## config.mk

```make
export PLATFORM = sky130hd
export DESIGN_NAME = fp_mul_arbiter
export DESIGN_NICKNAME = d
export VERILOG_FILES = /design/src/rtl/fp_mul_arbiter.sv
export SDC_FILE = /design/constraint.sdc
export NUM_CORES = 1
export LEC_CHECK = 0
export CAP_MARGIN = 30
export CORE_ASPECT_RATIO = 1.1
export CORE_MARGIN = 4
export CORE_UTILIZATION = 34
export CTS_CLUSTER_SIZE = 10
export DETAILED_ROUTE_END_ITERATION = 10
export GPL_TIMING_DRIVEN = 0
export HOLD_SLACK_MARGIN = 0.1
export PLACE_DENSITY = 0.8
export SYNTH_ARGS = -nofsm -noshare
export SYNTH_HDL_FRONTEND = slang
export SYNTH_SLANG_ARGS = --single-unit
export TNS_END_PERCENT = 100
```

## constraint.sdc

```tcl
create_clock -name i_clock -period 2.45 [get_ports i_clock]
set_input_delay 0.6125 -clock i_clock [delete_from_list [all_inputs] [get_ports i_clock]]
set_output_delay 0.6125 -clock i_clock [all_outputs]
set_load 0.1 [all_outputs]
```

## src/rtl/fp_mul_arbiter.sv

```systemverilog
// Round-robin arbiter that time-shares one external floating-point multiplier
// between N_REQ valid/ready requesters, one operation in flight at a time.
module fp_mul_arbiter #(
    parameter int N_REQ       = 4,
    parameter int NB_MANTISSA = 8,
    parameter int NB_EXPONENT = 4,
    parameter int NB_DATA     = NB_MANTISSA + NB_EXPONENT + 1,
    parameter int NB_ID       = $clog2(N_REQ),
    parameter int MUL_LATENCY = 1
) (
    input  logic                     i_clock,
    input  logic                     i_reset,
    input  logic [N_REQ-1:0]         i_req_valid,
    input  logic [N_REQ*NB_DATA-1:0] i_req_data_1,
    input  logic [N_REQ*NB_DATA-1:0] i_req_data_2,
    output logic [N_REQ-1:0]         o_req_ready,
    output logic [NB_DATA-1:0]       o_mul_data_1,
    output logic [NB_DATA-1:0]       o_mul_data_2,
    input  logic [NB_DATA-1:0]       i_mul_data,
    input  logic                     i_mul_overflow,
    input  logic                     i_mul_underflow,
    output logic                     o_rsp_valid,
    output logic [NB_ID-1:0]         o_rsp_id,
    output logic [NB_DATA-1:0]       o_rsp_data,
    output logic                     o_rsp_overflow,
    output logic                     o_rsp_underflow,
    input  logic                     i_rsp_ready,
    output logic                     o_busy
);

    localparam int          NB_LAT  = $clog2(MUL_LATENCY + 1);
    localparam int unsigned N_REQ_U = N_REQ;

    typedef enum logic [1:0] {
        ST_IDLE,
        ST_WAIT,
        ST_RESP
    } state_t;

    state_t             state_q, state_d;
    logic [NB_ID-1:0]   rr_ptr_q, rr_ptr_d;
    logic [NB_LAT-1:0]  lat_cnt_q, lat_cnt_d;
    logic [NB_ID-1:0]   id_q, id_d;
    logic [NB_DATA-1:0] mul_data_1_q, mul_data_1_d;
    logic [NB_DATA-1:0] mul_data_2_q, mul_data_2_d;
    logic [NB_ID-1:0]   rsp_id_q, rsp_id_d;
    logic [NB_DATA-1:0] rsp_data_q, rsp_data_d;
    logic               rsp_overflow_q, rsp_overflow_d;
    logic               rsp_underflow_q, rsp_underflow_d;

    logic               grant_found;
    logic [NB_ID-1:0]   grant_id;
    logic               accept;

    function automatic logic [NB_ID-1:0] wrap_idx(input logic [NB_ID-1:0] base,
                                                  input int unsigned      off);
        return NB_ID'((32'(base) + off) % N_REQ_U);
    endfunction

    // Search upward from rr_ptr; the first valid requester wins.
    always_comb begin
        grant_found = 1'b0;
        grant_id    = '0;
        for (int unsigned i = 0; i < N_REQ_U; i++) begin
            if (!grant_found && i_req_valid[wrap_idx(rr_ptr_q, i)]) begin
                grant_found = 1'b1;
                grant_id    = wrap_idx(rr_ptr_q, i);
            end
        end
    end

    always_comb begin
        o_req_ready = '0;
        if (state_q == ST_IDLE && grant_found) begin
            o_req_ready[grant_id] = 1'b1;
        end
    end

    assign accept = |(i_req_valid & o_req_ready);

    always_comb begin
        state_d         = state_q;
        rr_ptr_d        = rr_ptr_q;
        lat_cnt_d       = lat_cnt_q;
        id_d            = id_q;
        mul_data_1_d    = mul_data_1_q;
        mul_data_2_d    = mul_data_2_q;
        rsp_id_d        = rsp_id_q;
        rsp_data_d      = rsp_data_q;
        rsp_overflow_d  = rsp_overflow_q;
        rsp_underflow_d = rsp_underflow_q;

        case (state_q)
            ST_IDLE: begin
                if (accept) begin
                    mul_data_1_d = i_req_data_1[grant_id*NB_DATA +: NB_DATA];
                    mul_data_2_d = i_req_data_2[grant_id*NB_DATA +: NB_DATA];
                    id_d         = grant_id;
                    rr_ptr_d     = wrap_idx(grant_id, 1);
                    lat_cnt_d    = NB_LAT'(MUL_LATENCY);
                    state_d      = ST_WAIT;
                end
            end
            ST_WAIT: begin
                lat_cnt_d = lat_cnt_q - 1'b1;
                if (lat_cnt_q == NB_LAT'(1)) begin
                    rsp_data_d      = i_mul_data;
                    rsp_overflow_d  = i_mul_overflow;
                    rsp_underflow_d = i_mul_underflow;
                    rsp_id_d        = id_q;
                    state_d         = ST_RESP;
                end
            end
            ST_RESP: begin
                if (i_rsp_ready) begin
                    state_d = ST_IDLE;
                end
            end
            default: begin
                state_d = ST_IDLE;
            end
        endcase
    end

    always_ff @(posedge i_clock) begin
        if (i_reset) begin
            state_q         <= ST_IDLE;
            rr_ptr_q        <= '0;
            lat_cnt_q       <= '0;
            id_q            <= '0;
            mul_data_1_q    <= '0;
            mul_data_2_q    <= '0;
            rsp_id_q        <= '0;
            rsp_data_q      <= '0;
            rsp_overflow_q  <= 1'b0;
            rsp_underflow_q <= 1'b0;
        end else begin
            state_q         <= state_d;
            rr_ptr_q        <= rr_ptr_d;
            lat_cnt_q       <= lat_cnt_d;
            id_q            <= id_d;
            mul_data_1_q    <= mul_data_1_d;
            mul_data_2_q    <= mul_data_2_d;
            rsp_id_q        <= rsp_id_d;
            rsp_data_q      <= rsp_data_d;
            rsp_overflow_q  <= rsp_overflow_d;
            rsp_underflow_q <= rsp_underflow_d;
        end
    end

    assign o_mul_data_1    = mul_data_1_q;
    assign o_mul_data_2    = mul_data_2_q;
    assign o_rsp_valid     = (state_q == ST_RESP);
    assign o_rsp_id        = rsp_id_q;
    assign o_rsp_data      = rsp_data_q;
    assign o_rsp_overflow  = rsp_overflow_q;
    assign o_rsp_underflow = rsp_underflow_q;
    assign o_busy          = (state_q != ST_IDLE);

endmodule
```

==> results by group <==
Detailed routing
  • Post-DR vias/cell: between 5 and 6
  • Iteration-0 DRC Markers: 191
  • DRC violations left: 0
  • WL/cell: 16.6 um
  • Detailed Routing Iterations Pass 1: 8
  • DR vias: approximately 2,900
  • ANT nets after route: 0
  • Post-Route WL: 9170 um

Finish
  • Most frequent cells in the layout: 151 x clkdlybuf4s50_1, 50 x a21oi_1, 49 x dfxtp_1
  • Area grow syn2layout: 87.6%
  • Fillers: 561
  • Most common cell after layout, fill and taps aside: clkdlybuf4s50_1
  • Final instance area: 4480 um2
  • Antenna cell count: 0
  • Fraction of layout cells with a size suffix above 1: 0.106
  • Finished Core Util: 0.668
  • Post-layout net count: 596

Logic synthesis
  • YS warnings: 0
  • Synthesized area: 2390 um2
  • Unique masters post-synth: 30
  • Post-Syn Nets: ~410
  • Top cells by area, synth: dfxtp_1 42%, a222oi_1 11%, a21oi_1 11%
  • Yosys top cell by area: dfxtp_1
  • Synthesized area per cell: roughly 8.3 um2
  • Syn Inst Count: 287
  • Sequential share of the synthesized area: 0.419
  • FF+latch count, synth: 50
  • Top cell type's share of synthesized area: 0.419

Worst setup path
  • Crit path DAT: 1.81 ns
  • Crit path launch type: flop
  • Crit-path leading delay family: buffers and inverters
  • WP depth: 1
  • Crit. End Element: output pin
  • R2R cell count: 6
  • CP max stage delay: 1.15 ns
  • Worst Setup SP: o_rsp_id[1]$_SDFFE_PP0P_
  • FF-to-FF setup slack: 0.45 ns
  • End of the critical path: o_rsp_id[1]
  • Crit path max-delay cell type: clkdlybuf4s50_1
  • Worst R2R Start: rr_ptr_q[1]$_SDFFE_PP0P_
  • CP Class: flop to output pin
  • Crit-path cells: clkdlybuf4s50_1
  • Crit Path Max Fanout: 2
  • Crit path buf inv count: 1
  • R2r endpoint: o_mul_data_2[11]$_SDFFE_PP0P_
  • Worst path required time: 1.84 ns

Clocking
  • Total CTS buffers: 5
  • CTS H-tree lvls: 2
  • CTS tree: yes
  • Clk slew on worst S/H paths: 0.10 ns
  • Sink Count: 50
  • Root buffer cell: clkbuf_8
  • Hold buffers post-CTS: 0
  • Clk buf depth: 2
  • Worst-skew pair later-pin latency: 0.31 ns

STA
  • Final setup skew: 0.00645 ns
  • RSZ-0062 raised after global routing: false
  • Final period utilization: 0.988
  • Post-Route Setup TNS: 0 ns
  • Hold WS: 0.458 ns
  • Setup Viol. Count Final: 0
  • Worst-Margin Slew: 1.01 ns
  • Tmin final: 2.42 ns
  • Slew Limit Headroom: 0.323
  • Fin. Hold Viols: 0
  • Slew Viols, Final: 0
  • Achievable Freq: 413 MHz

Floorplan
  • Core ar.: 6710 um2
  • Initial Utilization: 0.356
  • Row count: 31
  • Die ar.: between 8000 and 9000 um2
  • # IOs: 175
  • Die height: 95.9 um
  • Die X: 87.9 um

Status
  • Status: finished, final reports clean

GRT
  • Vias in the first global route: 2,861
  • Initial antenna violation count: 0
  • Tot GR Track Use: 0.202
  • Remaining Overflow, GRT: 0
  • First-pass GRT wire length: ~13,000 um
  • Maximum number of pins on one net before global-route repair: 17

Power
  • Max VDD drop: 0.401 mV
  • PD cells: 668 nW/um2
  • Final Power: 2.99 mW
  • Static Leak: 1.82 nW

Hold path
  • Cells on Worst Hold Path: 2
  • Worst min path class: flop to flop

Placed design
  • Hpwl dp: 7050 um
  • Port Buffers: 173
  • Cell Area, Placed: 4260 um2
  • Placer Congestion: 0.867

Flow run
  • Max cap viols: 0
## layout make-up
class,instances,area [um2],area share
multi-input combinational,208,1270,0.285
clock inverter,3,21.3,0.00475
clock buffer,5,68.8,0.0154
buffer,25,176,0.0394
timing repair buffer,178,1830,0.408
inverter,2,7.51,0.00168
tap,82,103,0.0229
sequential,50,1000,0.224
## per-layer routing
layer	GRT usage	vias up	routed length [um]
met2	0.369	130	4640
met5	0	-	0
met4	0.0435	0	51
met1	0.231	1362	3600
li1	-	1437	-
met3	0.0608	6	874
## sequential cells by signal, summed over array words and instances, names as in the netlist
| register | count |
|---|---|
| o_mul_data_1 | 13 |
| o_rsp_id | 2 |
| id_q | 2 |
| state_q | 2 |
| o_mul_data_2 | 13 |
| o_rsp_underflow | 1 |
| lat_cnt_q | 1 |
| rr_ptr_q | 2 |
| o_rsp_data | 13 |
| o_rsp_overflow | 1 |
## power breakdown
| part | total [mW] | switching [mW] | internal, mW |
|---|---|---|---|
| clock network | 0.491 | 0.290 | 0.201 |
| registers | 0.953 | 0.0479 | 0.905 |
| logic | 1.55 | 1.01 | 0.539 |
| total | 2.99 | 1.34 | 1.65 |
## per-stage QoR
| step | setup WS (ns) | std cells |
|---|---|---|
| 3_5_place_dp | -1.63 | 542 |
| 3_3_place_gp | -1.65 | 542 |
| 4_1_cts | 0.00119 | 550 |
| 6_report | 0.0293 | 553 |
| 2_1_floorplan | -0.133 | 287 |
| 5_1_grt | 0.00318 | 553 |
## synthesized netlist by cell type
cell type,n
or2_1,2
nor2_1,33
and2_1,3
nand2_4,1
a221oi_1,1
nor2_2,1
buf_4,5
a222oi_1,26
a21oi_1,51
nand4b_1,1
or2_2,1
o31a_1,1
nor2b_1,3
o211a_1,1
a2111oi_0,1
a211oi_1,27
nand2_1,38
buf_2,6
dfxtp_1,50
nor2_4,1
buf_6,5
a311oi_1,1
inv_1,2
or3_4,1
o21a_1,1
or3_1,1
o21ai_0,4
clkbuf_1,11
nor3_1,4
nand2b_1,4
## timing repair
action | CTS | global route
setup endpoints to repair | 21 | 18
setup buffers | 1 | 4
pin swaps | 2 | 3
resized for setup | 56 | 27
## how the worst min path moves through the flow
stage / startpoint / slack (ns) / to
2_1_floorplan: id_q[1]$_SDFFE_PP0P_ / 0.43 / id_q[1]$_SDFFE_PP0P_
3_3_place_gp: id_q[0]$_SDFFE_PP0P_ / 0.44 / o_rsp_id[0]$_SDFFE_PP0P_
3_5_place_dp: id_q[0]$_SDFFE_PP0P_ / 0.45 / o_rsp_id[0]$_SDFFE_PP0P_
4_1_cts: id_q[0]$_SDFFE_PP0P_ / 0.46 / o_rsp_id[0]$_SDFFE_PP0P_
5_1_grt: o_rsp_data[5]$_SDFFE_PP0P_ / 0.48 / o_rsp_data[5]$_SDFFE_PP0P_
6_report: o_rsp_data[12]$_SDFFE_PP0P_ / 0.46 / o_rsp_data[12]$_SDFFE_PP0P_
## kinds of logic (layout without fill, tap and decap cells)
group	Yosys count	count (layout)	synth area share
buf+inv	29	213	0.0723
compound gates	114	114	0.331
flops	50	50	0.419
simple gates	94	94	0.177
Power figures use the tool's default switching activity.
